## src/rtl/mem_access_master.sv

```systemverilog
// mem_access_master: initiator side of a synchronous word-addressed data RAM
// with 1-cycle registered read latency and no byte enables.
// Handles byte/half/word loads (sign/zero extended) and stores, turning
// sub-word stores into a read-modify-write. Misaligned, reserved-size and
// out-of-range requests get an error response without touching memory.
// Optional feature macro: MEM_ACCESS_MASTER_STATS_EN (adds saturating
// stat_loads / stat_stores / stat_errs counters of STAT_W bits).
module mem_access_master #(
  parameter int unsigned DEPTH = 256
`ifdef MEM_ACCESS_MASTER_STATS_EN
  , parameter int unsigned STAT_W = 16
`endif
) (
  input  logic        clk,
  input  logic        reset,
  input  logic        req_valid,
  output logic        req_ready,
  input  logic        req_we,
  input  logic [1:0]  req_size,
  input  logic        req_signed,
  input  logic [31:0] req_addr,
  input  logic [31:0] req_wdata,
  output logic        resp_valid,
  output logic        resp_err,
  output logic [31:0] resp_rdata,
  output logic        mem_we,
  output logic [31:0] mem_addr,
  output logic [31:0] mem_wdata,
  input  logic [31:0] mem_rdata
`ifdef MEM_ACCESS_MASTER_STATS_EN
  ,
  output logic [STAT_W-1:0] stat_loads,
  output logic [STAT_W-1:0] stat_stores,
  output logic [STAT_W-1:0] stat_errs
`endif
);

  typedef enum logic [2:0] {
    S_IDLE,
    S_LD_WAIT,
    S_LD_DATA,
    S_ST_WORD,
    S_RMW_WAIT,
    S_RMW_MERGE,
    S_RMW_WRITE
  } state_t;

  localparam logic [1:0] SZ_BYTE = 2'b00;
  localparam logic [1:0] SZ_HALF = 2'b01;
  localparam logic [1:0] SZ_WORD = 2'b10;
  localparam logic [1:0] SZ_RSVD = 2'b11;

  state_t      r_state;
  state_t      w_state_nxt;

  // Request fields captured at acceptance
  logic [1:0]  r_size;
  logic        r_signed;
  logic [1:0]  r_lane;
  logic [31:0] r_wdata;

  // Registered outputs
  logic        r_resp_valid;
  logic        r_resp_err;
  logic [31:0] r_resp_rdata;
  logic        r_mem_we;
  logic [31:0] r_mem_addr;
  logic [31:0] r_mem_wdata;

  // Next values of the registered outputs
  logic        w_resp_valid_nxt;
  logic        w_resp_err_nxt;
  logic [31:0] w_resp_rdata_nxt;
  logic        w_mem_we_nxt;
  logic [31:0] w_mem_addr_nxt;
  logic [31:0] w_mem_wdata_nxt;

  logic        w_accept;
  logic        w_req_err;
  logic [31:0] w_word_idx;
  logic [31:0] w_load_data;
  logic [31:0] w_merge_data;
  logic [7:0]  w_byte;
  logic [15:0] w_half;

  assign w_accept   = req_valid && (r_state == S_IDLE);
  assign w_word_idx = {2'b00, req_addr[31:2]};

  // Request legality check evaluated at acceptance
  always_comb begin
    w_req_err = 1'b0;
    if (req_size == SZ_RSVD)                              w_req_err = 1'b1;
    if ((req_size == SZ_HALF) && req_addr[0])             w_req_err = 1'b1;
    if ((req_size == SZ_WORD) && (req_addr[1:0] != 2'b00)) w_req_err = 1'b1;
    if (w_word_idx >= DEPTH)                              w_req_err = 1'b1;
  end

  // Lane extraction and sign/zero extension of returned read data
  always_comb begin
    w_byte      = mem_rdata[7:0];
    w_half      = mem_rdata[15:0];
    w_load_data = mem_rdata;
    case (r_lane)
      2'd0:    w_byte = mem_rdata[7:0];
      2'd1:    w_byte = mem_rdata[15:8];
      2'd2:    w_byte = mem_rdata[23:16];
      default: w_byte = mem_rdata[31:24];
    endcase
    w_half = r_lane[1] ? mem_rdata[31:16] : mem_rdata[15:0];
    case (r_size)
      SZ_BYTE: w_load_data = {{24{r_signed & w_byte[7]}}, w_byte};
      SZ_HALF: w_load_data = {{16{r_signed & w_half[15]}}, w_half};
      default: w_load_data = mem_rdata;
    endcase
  end

  // Replace the addressed lane of the old word with the latched store data
  always_comb begin
    w_merge_data = mem_rdata;
    if (r_size == SZ_BYTE) begin
      case (r_lane)
        2'd0:    w_merge_data[7:0]   = r_wdata[7:0];
        2'd1:    w_merge_data[15:8]  = r_wdata[7:0];
        2'd2:    w_merge_data[23:16] = r_wdata[7:0];
        default: w_merge_data[31:24] = r_wdata[7:0];
      endcase
    end else begin
      if (r_lane[1]) w_merge_data[31:16] = r_wdata[15:0];
      else           w_merge_data[15:0]  = r_wdata[15:0];
    end
  end

  // State register
  always_ff @(posedge clk or posedge reset) begin
    if (reset) r_state <= S_IDLE;
    else       r_state <= w_state_nxt;
  end

  // Next-state logic
  always_comb begin
    w_state_nxt = r_state;
    case (r_state)
      S_IDLE: begin
        if (w_accept && !w_req_err) begin
          if (!req_we)                 w_state_nxt = S_LD_WAIT;
          else if (req_size == SZ_WORD) w_state_nxt = S_ST_WORD;
          else                         w_state_nxt = S_RMW_WAIT;
        end
      end
      S_LD_WAIT:   w_state_nxt = S_LD_DATA;
      S_LD_DATA:   w_state_nxt = S_IDLE;
      S_ST_WORD:   w_state_nxt = S_IDLE;
      S_RMW_WAIT:  w_state_nxt = S_RMW_MERGE;
      S_RMW_MERGE: w_state_nxt = S_RMW_WRITE;
      S_RMW_WRITE: w_state_nxt = S_IDLE;
      default:     w_state_nxt = S_IDLE;
    endcase
  end

  // Output logic: next values for the registered memory and response signals
  always_comb begin
    w_resp_valid_nxt = 1'b0;
    w_resp_err_nxt   = r_resp_err;
    w_resp_rdata_nxt = r_resp_rdata;
    w_mem_we_nxt     = 1'b0;
    w_mem_addr_nxt   = r_mem_addr;
    w_mem_wdata_nxt  = r_mem_wdata;
    case (r_state)
      S_IDLE: begin
        if (w_accept) begin
          if (w_req_err) begin
            w_resp_valid_nxt = 1'b1;
            w_resp_err_nxt   = 1'b1;
            w_resp_rdata_nxt = '0;
          end else begin
            w_mem_addr_nxt = {req_addr[31:2], 2'b00};
            if (req_we && (req_size == SZ_WORD)) begin
              w_mem_we_nxt    = 1'b1;
              w_mem_wdata_nxt = req_wdata;
            end
          end
        end
      end
      S_LD_DATA: begin
        w_resp_valid_nxt = 1'b1;
        w_resp_err_nxt   = 1'b0;
        w_resp_rdata_nxt = w_load_data;
      end
      S_ST_WORD, S_RMW_WRITE: begin
        w_resp_valid_nxt = 1'b1;
        w_resp_err_nxt   = 1'b0;
        w_resp_rdata_nxt = '0;
      end
      S_RMW_MERGE: begin
        w_mem_we_nxt    = 1'b1;
        w_mem_wdata_nxt = w_merge_data;
      end
      default: ;
    endcase
  end

  // Output registers
  always_ff @(posedge clk or posedge reset) begin
    if (reset) begin
      r_resp_valid <= 1'b0;
      r_resp_err   <= 1'b0;
      r_resp_rdata <= '0;
      r_mem_we     <= 1'b0;
      r_mem_addr   <= '0;
      r_mem_wdata  <= '0;
    end else begin
      r_resp_valid <= w_resp_valid_nxt;
      r_resp_err   <= w_resp_err_nxt;
      r_resp_rdata <= w_resp_rdata_nxt;
      r_mem_we     <= w_mem_we_nxt;
      r_mem_addr   <= w_mem_addr_nxt;
      r_mem_wdata  <= w_mem_wdata_nxt;
    end
  end

  // Capture request attributes on acceptance; ignored until the next one
  always_ff @(posedge clk or posedge reset) begin
    if (reset) begin
      r_size   <= '0;
      r_signed <= 1'b0;
      r_lane   <= '0;
      r_wdata  <= '0;
    end else if (w_accept) begin
      r_size   <= req_size;
      r_signed <= req_signed;
      r_lane   <= req_addr[1:0];
      r_wdata  <= req_wdata;
    end
  end

  assign req_ready  = (r_state == S_IDLE);
  assign resp_valid = r_resp_valid;
  assign resp_err   = r_resp_err;
  assign resp_rdata = r_resp_rdata;
  assign mem_we     = r_mem_we;
  assign mem_addr   = r_mem_addr;
  assign mem_wdata  = r_mem_wdata;

`ifdef MEM_ACCESS_MASTER_STATS_EN
  logic [STAT_W-1:0] r_stat_loads;
  logic [STAT_W-1:0] r_stat_stores;
  logic [STAT_W-1:0] r_stat_errs;
  logic              w_ev_load;
  logic              w_ev_store;
  logic              w_ev_err;

  assign w_ev_err   = (r_state == S_IDLE) && w_accept && w_req_err;
  assign w_ev_load  = (r_state == S_LD_DATA);
  assign w_ev_store = (r_state == S_ST_WORD) || (r_state == S_RMW_WRITE);

  // Saturating response counters, stepped alongside each response pulse
  always_ff @(posedge clk or posedge reset) begin
    if (reset) begin
      r_stat_loads  <= '0;
      r_stat_stores <= '0;
      r_stat_errs   <= '0;
    end else begin
      if (w_ev_load  && (r_stat_loads  != '1)) r_stat_loads  <= r_stat_loads  + 1'b1;
      if (w_ev_store && (r_stat_stores != '1)) r_stat_stores <= r_stat_stores + 1'b1;
      if (w_ev_err   && (r_stat_errs   != '1)) r_stat_errs   <= r_stat_errs   + 1'b1;
    end
  end

  assign stat_loads  = r_stat_loads;
  assign stat_stores = r_stat_stores;
  assign stat_errs   = r_stat_errs;
`endif

endmodule

```

## config.mk

```make
export PLATFORM = sky130hd
export DESIGN_NAME = mem_access_master
export DESIGN_NICKNAME = d
export VERILOG_FILES = /design/src/rtl/mem_access_master.sv
export SDC_FILE = /design/constraint.sdc
export NUM_CORES = 1
export LEC_CHECK = 0
export BUFFER_PORTS_ARGS = -buffer_cell sky130_fd_sc_hd__buf_2
export CORE_UTILIZATION = 50
export DETAILED_ROUTE_END_ITERATION = 10
export PLACE_DENSITY = 0.79
export SYNTH_ARGS = -nofsm -noshare
export SYNTH_HDL_FRONTEND = slang
export SYNTH_SLANG_ARGS = --single-unit
```

## constraint.sdc

```tcl
create_clock -name clk -period 7.2 [get_ports clk]
set_input_delay 1.08 -clock clk [delete_from_list [all_inputs] [get_ports clk]]
set_output_delay 1.08 -clock clk [all_outputs]
set_load 0.02 [all_outputs]
```

# Word-level counts from Yosys, hierarchy flattened
# Cells that the tools add are included.
dict set report classes {
  eq_ne 17
  order_cmp 1
  muxes 35
  bitwise_logic 3
  n_reduce_logical 20
}
# operator n
set ops {}
lappend ops {{$mux 32} 6}
lappend ops {{$pmux 32 s2} 2}
lappend ops {{$pmux 32 s3} 1}
lappend ops {{$mux 16} 3}
lappend ops {{$mux 8} 4}
lappend ops {{$ge 30x9->1 const B} 1}
lappend ops {{$pmux 8 s3} 1}
lappend ops {{$pmux 3 s4} 1}
lappend ops {{$mux 1} 11}
lappend ops {{$eq 3x3->1 const B} 3}
lappend ops {{$mux 3} 3}
lappend ops {{$reduce_and 3->1} 3}
lappend ops {{$ne 2x1->1 const B} 4}
lappend ops {{$eq 2x1->1 const B} 3}
lappend ops {{$eq 2x2->1 const B} 3}
lappend ops {{$eq 3x2->1 const B} 2}
lappend ops {{$pmux 1 s2} 3}
lappend ops {{$reduce_bool 2->1} 3}
lappend ops {{$reduce_or 3->1} 2}
lappend ops {{$logic_and 1x1->1} 5}
lappend ops {{$logic_not 2->1} 2}
lappend ops {{$reduce_and 4->1} 1}
lappend ops {{$eq 3x1->1 const B} 1}
lappend ops {{$logic_not 3->1} 1}
lappend ops {{other kinds (6)} 7}
dict set report totals {
  output_inout_bits 100
  ff_bits 121
}

# Logic depth before layout (Yosys ltp)
# Gate-level depths: netlist (run 1).
dict set report depth {
  word_depth 9
  depth_mapped 8
  mapped_depth_nobuf 5
}

# Least setup slack after synthesis (run 1)
# No wires, ideal clock.
dict set report synth_timing {
  path_kind {input-to-reg}
  from {in req_addr[31]}
  to {reg r_mem_wdata[5], in the netlist mem_wdata[5]}
  arrival_ns 2.408
  path_slack_ns 4.666
  cell_stages 6
  required_ns 7.075
  setup_time_ns 0.125
  path_cell_list {nor4_2 -> nand4_2 -> nor3_4 -> a31oi_4 -> buf_6 -> mux2_4}
}
dict set report synth_between {
  elab_chain_len 4
}
# element line_no
set synth_lines {}
lappend synth_lines {{from (decl)} 21} ;# input logic [31:0] req_addr,
lappend synth_lines {{$ge 30x9->1} 95} ;# if (w_word_idx >= DEPTH) w_req_err = 1'b1;
lappend synth_lines {{$mux 1} 95}
lappend synth_lines {{$ne 2x2->1 (no line)} -}
lappend synth_lines {{$reduce_and 4->1 (no line)} -}
lappend synth_lines {{to (signal assigned)} 217} ;# r_mem_wdata <= w_mem_wdata_nxt;
lappend synth_lines {{to (decl)} 68} ;# logic [31:0] r_mem_wdata;
# No other way between the ends.
# A chain may end at the register's enable or synchronous reset.

# Worst setup path after layout (run 1)
dict set report layout_timing {
  from {reg r_size[1]}
  to {reg r_resp_rdata[29], in the netlist resp_rdata[29]}
}
dict set report layout_between {
  elab_chain_len 3
  elab_cells_between_ends 4
}
# element line_no
set layout_lines {}
lappend layout_lines {{from (decl)} 57} ;# logic [1:0] r_size;
lappend layout_lines {{from (signal assigned)} 229} ;# r_size <= req_size;
lappend layout_lines {{$eq 2x1->1 / $logic_not 2->1 (equally long branches)} 110} ;# case (r_size)
lappend layout_lines {{$pmux 32 s2 *} 110}
lappend layout_lines {{$pmux 32 s3 *} 168} ;# case (r_state)
lappend layout_lines {{to (signal assigned)} 214} ;# r_resp_rdata <= w_resp_rdata_nxt;
lappend layout_lines {{to (decl)} 65} ;# logic [31:0] r_resp_rdata;
# Mark *: on every way between the ends. The rest lies on a longest branch, timed or not.

==> summary.txt, run 1 <==
Power
  • Comb power frac: 11.0%
  • Clk pwr share: 49.5%
  • Sequential share of power: 39.4%
  • Leak pwr: 4.31 nW
  • Net Switching: 454 uW
  • Maximum vdd drop: 0.000153 V
  • Switch share: 25.1%
  • Int Power: 1.36 mW
  • Power Dens Cells: 233 nW/um2

CTS
  • Cts repair resizes: 0
  • CTS tree: yes
  • Worst-skew pair later-pin latency: 0.41 ns
  • Root Buffer: clkbuf_16
  • TritonCTS Sinks: 121
  • CTS Hold Bufs: 0
  • Post-CTS Setup Inserts: 0
  • Clock Pin Slew Worst Setup and Hold Paths: 0.05 ns
  • TritonCTS Buffers: 17
  • Clk buf depth: 2
  • H-tree depth: 4

Drt
  • ANT nets after route: 0
  • DRC Markers: 0
  • DRT Wirelength: 17400 um
  • Routed len/inst: 18.0 um
  • First-pass DRT Iterations: 5
  • Vias per cell: 5.62
  • Starting DRT DRC Count: 411
  • Vias: 5431

Cells and area
  • Layout area overhead: 26.7%
  • Commonest cells after routing, fill and taps aside: buf_2 (200), nand2_1 (129), dfrtp_1 (120)
  • Commonest non-fill, non-tap cell in the layout: buf_2
  • Net count, final: 909
  • Final core utilization: 64.8%
  • Final std cells w/o fill: 967
  • Post-route cell area: 7790 um2
  • Fraction of layout cells with a size suffix above 1: 32.6%
  • Filler Cells Inserted: 992

Critical path
  • Data arrival, critical path: 3.45 ns
  • Worst-path maximum fanout: 40
  • Worst reg-to-reg path cell count: 5
  • Worst setup EP type: flip-flop
  • Critical path class: flip-flop to flip-flop
  • Critical R2R Launch: r_size[1]
  • Flop-to-flop setup slack: 4.09 ns
  • Startpoint class of the critical path: flip-flop
  • CP required: 7.54 ns
  • Worst r2r dst: resp_rdata[29]

Floorplanning
  • Initial core utilization: 51.2%
  • Die area: 12700 um2
  • # IOs: 203
  • Rows: 40
  • Die Width: 113 um
  • Die span in y: 113 um
  • CORE AREA: 12000 um2

Timing
  • FMAX: 321 MHz
  • Setup ws final: 4.09 ns
  • Min Tclk post-route: 3.11 ns
  • RSZ-0062 raised after global routing: false
  • TNS Setup: 0 ns
  • Period utilization: 43.2%
  • Final setup vio count: 0
  • Slew Viols, Final: 0
  • Max_slew headroom: 16.3%
  • Worst Skew: 0.00656 ns
  • Worst slew pin tran: 1.25 ns
  • Hold Vio Cnt, Final: 0

Placed design
  • DP Wirelength: 12500 um
  • Inst Count DP: 934
  • Dpl cell area: 7160 um2
  • Port Buffers: 200
  • Pre-CTS setup slack: 4.16 ns
  • GP Congestion: 0.863

Synth
  • Mapped cell area: 6150 um2
  • Mean area per synthesized cell: 9.82 um2
  • Area fraction of the dominant cell type after synthesis: 49.3%
  • Synth cell types: 44
  • Synth top area cells: dfrtp_1 (49%), nand2_1 (7.9%), mux2i_1 (5.4%)
  • Register area share after synthesis: 49.3%
  • Synth Register Bits: 121
  • Synth Instances: 626
  • Yosys warns: 0
  • Area leader, netlist: dfrtp_1

Hold path
  • Hold Path Stages: 1
  • Hold EP: resp_rdata[13]
  • Min-delay src: resp_rdata[13]
  • Min-delay worst type: flip-flop to flip-flop

GRT
  • Total gr overflow: 0
  • Initial antenna violation count: 1
  • Tot GR Track Use: 27.7%
  • First-pass GRT wire length: 27200 um
  • Largest net degree at the start of global routing: 69
  • Vias in the first global route: 5233

Job
  • Max_cap viols: 0

Outcome
  • Outcome: finished clean
==> worst max path at each step <==
stage / start / end / slack [ns] / cells past startpoint
5_1_grt: r_size[1] / resp_rdata[20] / 3.88 / 5
3_3_place_gp: req_addr[17] / mem_wdata[20] / 4.32 / 7
2_1_floorplan: reset / mem_addr[10] / 2.91 / 1
4_1_cts: r_size[1] / resp_rdata[30] / 4.13 / 5
3_5_place_dp: r_size[1] / resp_rdata[30] / 4.16 / 5
6_report: r_size[1] / resp_rdata[29] / 4.09 / 5
==> logic make-up (layout without fill, tap and decap cells) <==
group	count (synthesis)	in the layout	synth area share, %
buffers and inverters	74	266	5.25
DFF	121	121	49.3
and+or+nand+nor	231	231	18.6
other	1	3	0.0610
AOI/OAI and AO/OA	141	141	16.5
muxes	58	58	10.3
==> synth_stat cells <==
master / instances
mux2_1: 10
buf_6: 2
buf_2: 12
a211oi_1: 16
nand2_1: 129
a21oi_1: 29
conb_1: 1
or3_4: 1
nor2b_1: 27
nor2_2: 1
clkbuf_1: 24
o21ai_0: 26
nor3_4: 2
or2_1: 1
mux2_4: 3
nand4_2: 1
a31oi_4: 1
a21o_1: 9
a31oi_1: 2
nor4_1: 1
nand2b_1: 19
a221oi_1: 15
a211oi_2: 1
inv_1: 29
mux2_2: 11
nor3_1: 2
nor3b_2: 1
o2bb2ai_1: 7
or3_1: 1
nor4_2: 4
dfrtp_1: 121
o211ai_1: 1
nand2_2: 1
buf_1: 3
nand3_1: 1
buf_4: 4
a22o_1: 16
a311oi_1: 16
mux4_2: 1
a2bb2oi_2: 1
mux2i_1: 33
a2bb2oi_1: 1
and2_1: 24
nor2_1: 15
==> layer usage <==
layer | vias to the layer above | share of wire (%) | global-route usage [%]
li1 | 2529 | - | -
met1 | 2634 | 43 | 36.1
met2 | 245 | 48 | 45.5
met3 | 23 | 7.1 | 7.12
met4 | 0 | 1.8 | 8.86
met5 | - | 0 | 0
==> power groups by stage <==
stage | registers (mW) | logic, mW | clock network [mW]
floorplan | 0.725 | 0.122 | 0
global placement | 0.725 | 0.191 | 0
detailed placement | 0.726 | 0.197 | 0
CTS | 0.714 | 0.199 | 0.908
global route | 0.716 | 0.220 | 0.943
finish | 0.715 | 0.200 | 0.897
==> sequential cells by signal, indices dropped and copies added, names as in the netlist <==
signal,cells
resp_rdata,32
resp_err,1
mem_addr,30
resp_valid,1
r_wdata,16
r_size,2
mem_we,1
mem_wdata,32
r_lane,2
r_state,3
r_signed,1
==> cell type report <==
| cell class | count | area (um2) | area share, % |
|---|---|---|---|
| Tap cell | 147 | 184 | 2.36 |
| Antenna cell | 1 | 2.50 | 0.0321 |
| Multi-Input combinational cell | 432 | 2800 | 36.0 |
| Inverter | 29 | 111 | 1.43 |
| Sequential cell | 121 | 3030 | 38.9 |
| Timing Repair Buffer | 205 | 1040 | 13.3 |
| Clock buffer | 21 | 450 | 5.78 |
| Clock inverter | 11 | 169 | 2.17 |
==> critical path, stage by stage (launching register included) <==
cell and delay [ns]:
dfrtp_1 0.36, buf_4 0.25, nor2_2 1.00, nand2_1 0.16, a211oi_2 0.98, a22o_1 0.26
==> stage by stage <==
stage | hold slack, ns | power, mW
floorplan | 0.461 | 0.847
global placement | 0.458 | 0.916
detailed placement | 0.461 | 0.923
CTS | 0.473 | 1.82
global route | 0.492 | 1.88
finish | 0.474 | 1.81
No activity file was read; power rests on OpenSTA's default activity.
==> inputs of run 2 (changes only) <==
- ABC_AREA: not set -> 1
- PLACE_DENSITY: 0.79 -> 0.77
- clock period: 7.2 -> 3 ns (I/O delays scaled with it)
==> run 2 against run 1 <==
Critical path depth rose by 4. Worst setup slack got worse by 3.4 ns. Sequential power rose by 140%. Sequential share of layout area fell by 4.0 points. Clock-buffer cell count fell by 4. Register-to-register slack got worse by 3.4 ns. Flip-flop and latch count did not move. Routed wire length rose by 26%. Synthesized cell count rose by 65%.
==> summary.txt, run 2 <==
GRT
  • Largest net degree at the start of global routing: 63
  • Tot GR Track Use: 31.7%
  • Total gr overflow: 0
  • First-pass GRT wire length: 35500 um
  • Initial antenna violation count: 0
  • Vias in the first global route: 7088

Timing
  • Period utilization: 75.4%
  • RSZ-0062 raised after global routing: false
  • TNS Setup: 0 ns
  • Slew Viols, Final: 0
  • Min Tclk post-route: 2.26 ns
  • Worst Skew: 0.0128 ns
  • Hold Vio Cnt, Final: 0
  • Final setup vio count: 0
  • Worst slew pin tran: 1.12 ns
  • FMAX: 442 MHz
  • Max_slew headroom: 25.4%

Power
  • Net Switching: 1.26 mW
  • Clk pwr share: 47.2%
  • Sequential share of power: 39.3%
  • Power Dens Cells: 502 nW/um2
  • Comb power frac: 13.4%
  • Maximum vdd drop: 0.000356 V
  • Int Power: 3.09 mW
  • Leak pwr: 5.08 nW
  • Switch share: 29.0%

Drt
  • First-pass DRT Iterations: 5
  • Vias: 7634
  • Max Used Layer: met4
  • Routed len/inst: 15.7 um
  • DRC Markers: 0
  • Metal-1 WL: 8990 um
  • Routed wl met2: 10100 um
  • Vias per cell: 5.48
  • Starting DRT DRC Count: 808
  • Metal3 WL: 1960 um
  • DRT Wirelength: 21900 um
  • ANT nets after route: 0

Placed design
  • Dpl cell area: 8080 um2
  • GP Congestion: 0.945
  • Port Buffers: 200
  • DP Wirelength: 15900 um

CTS
  • CTS tree: yes
  • TritonCTS Sinks: 121
  • Clk buf depth: 2
  • Cts repair resizes: 0
  • Clock Pin Slew Worst Setup and Hold Paths: 0.06 ns
  • TritonCTS Buffers: 17
  • Worst-skew pair later-pin latency: 0.43 ns
  • H-tree depth: 4
  • Post-CTS Setup Inserts: 0
  • CTS Hold Bufs: 0
  • Root Buffer: clkbuf_16

Critical path
  • Critical R2R Launch: r_state[0]
  • Worst r2r dst: mem_addr[2]
  • Startpoint class of the critical path: flip-flop
  • Data arrival, critical path: 2.63 ns
  • Critical path class: flip-flop to flip-flop
  • Worst reg-to-reg path cell count: 9
  • CP required: 3.37 ns
  • Flop-to-flop setup slack: 0.74 ns
  • Worst-path maximum fanout: 30
  • Worst setup EP type: flip-flop

Cells and area
  • Commonest non-fill, non-tap cell in the layout: nand2_1
  • Filler Cells Inserted: 1303
  • Register Area: 3030 um2
  • Post-route cell area: 8670 um2
  • Commonest cells after routing, fill and taps aside: nand2_1 (389), buf_2 (200), nand3_1 (187)
  • # diodes: 0
  • Net count, final: 1304
  • Layout area overhead: 22.9%
  • Fraction of layout cells with a size suffix above 1: 21.8%
  • Area of the multi-input gates: 3400 um2

Floorplanning
  • Rows: 43
  • CORE AREA: 13800 um2
  • # IOs: 203
  • Die span in y: 121 um
  • Die Width: 121 um
  • Initial core utilization: 51.0%
  • Die area: 14600 um2

Synth
  • Post-Synth Adder-Cell Area: 0%
  • Synth cell types: 30
  • Top-count cell post-synth: nand2_1
  • Area leader, netlist: dfrtp_1
  • Mean area per synthesized cell: 6.82 um2
  • Synth Register Bits: 121
  • Number of flops mapped to enable cells by yosys: 0
  • Synth Area in Compound Gates: 5.43%
  • Synth Instances: 1035
  • Xor/xnor cell area share of the yosys netlist: 0%
  • Post-synth top flop: dfrtp_1
  • Register area share after synthesis: 42.9%
  • Largest family of logic cells by synthesized area: simple AND/OR/NAND/NOR gates
  • Synth top area cells: dfrtp_1 (43%), nand2_1 (21%), nand3_1 (13%)
  • Fraction of registers with async set/reset: 100%
  • Synth top cells by count: nand2_1 (389), nand3_1 (187), dfrtp_1 (121)
  • Mux contribution to synthesized area: 0%
  • Mapped cell area: 7060 um2
  • Area fraction of the dominant cell type after synthesis: 42.9%
  • Post-Synth Simple-Gate Area: 42.6%
  • Yosys warns: 0

Outcome
  • Outcome: finished clean

Hold path
  • Min-delay worst type: input port to asynchronous set/reset pin

Job
  • Max_cap viols: 0
-- run 2: how the worst max path moves through the flow --
stage / start / end / slack, ns / depth (start not counted)
detailed placement: r_state[0] / mem_addr[2] / 0.77 / 9
floorplan: reset / mem_addr[10] / 1.07 / 1
finish: r_state[0] / mem_addr[2] / 0.74 / 9
CTS: r_state[0] / mem_addr[2] / 0.73 / 9
global placement: r_state[0] / mem_addr[2] / 0.91 / 9
global route: r_state[0] / mem_addr[2] / 0.45 / 9
-- run 2: critical path, stage by stage (launching register included) --
cell	delay [ns]
dfrtp_1	0.44
nor2_1	0.14
nand2_1	0.11
inv_2	0.13
nand2_4	0.16
inv_4	0.25
nand2_1	0.29
inv_2	0.45
nand2_1	0.13
nand2_1	0.09
-- run 2: metal layers --
metal	track usage (%)	up-vias
met3	7.17	70
li1	-	3681
met1	40.6	3461
met4	17.1	0
met2	49.7	422
met5	0	-
-- run 2: cell type report --
class                      instances  area share [%]
timing repair buffer             214            12.8
sequential                       121            34.9
clock inverter                    15            1.95
tap                              180            2.60
multi-input combinational        763            39.2
clock buffer                      17            4.90
inverter                          84            3.71
-- run 2: cells by family (layout without fill, tap and decap cells) --
family / count (synthesis) / count (layout)
buffers and inverters: 152 / 330
AND/OR/NAND/NOR: 691 / 691
flip-flops: 121 / 121
AO/OA/AOI/OAI: 70 / 70
other: 1 / 2
-- run 2: power by group through the flow --
stage          logic (mW)  clock network, mW  registers [mW]
2_1_floorplan       0.405                  0            1.72
3_3_place_gp        0.574                  0            1.74
3_5_place_dp        0.577                  0            1.74
4_1_cts             0.579               2.08            1.71
5_1_grt             0.660               2.16            1.71
6_report            0.585               2.06            1.71
-- run 2: per-stage QoR --
stage	setup slack, ns	cells	hold slack (ns)	power (mW)	util (%)
CTS	0.728	1394	0.0548	4.36	62.7
global placement	0.906	1362	0.478	2.31	58.4
floorplan	1.07	1036	0.471	2.12	-
global route	0.449	1394	0.0725	4.53	62.7
finish	0.738	1394	0.0379	4.35	62.7
detailed placement	0.768	1362	0.469	2.31	58.4
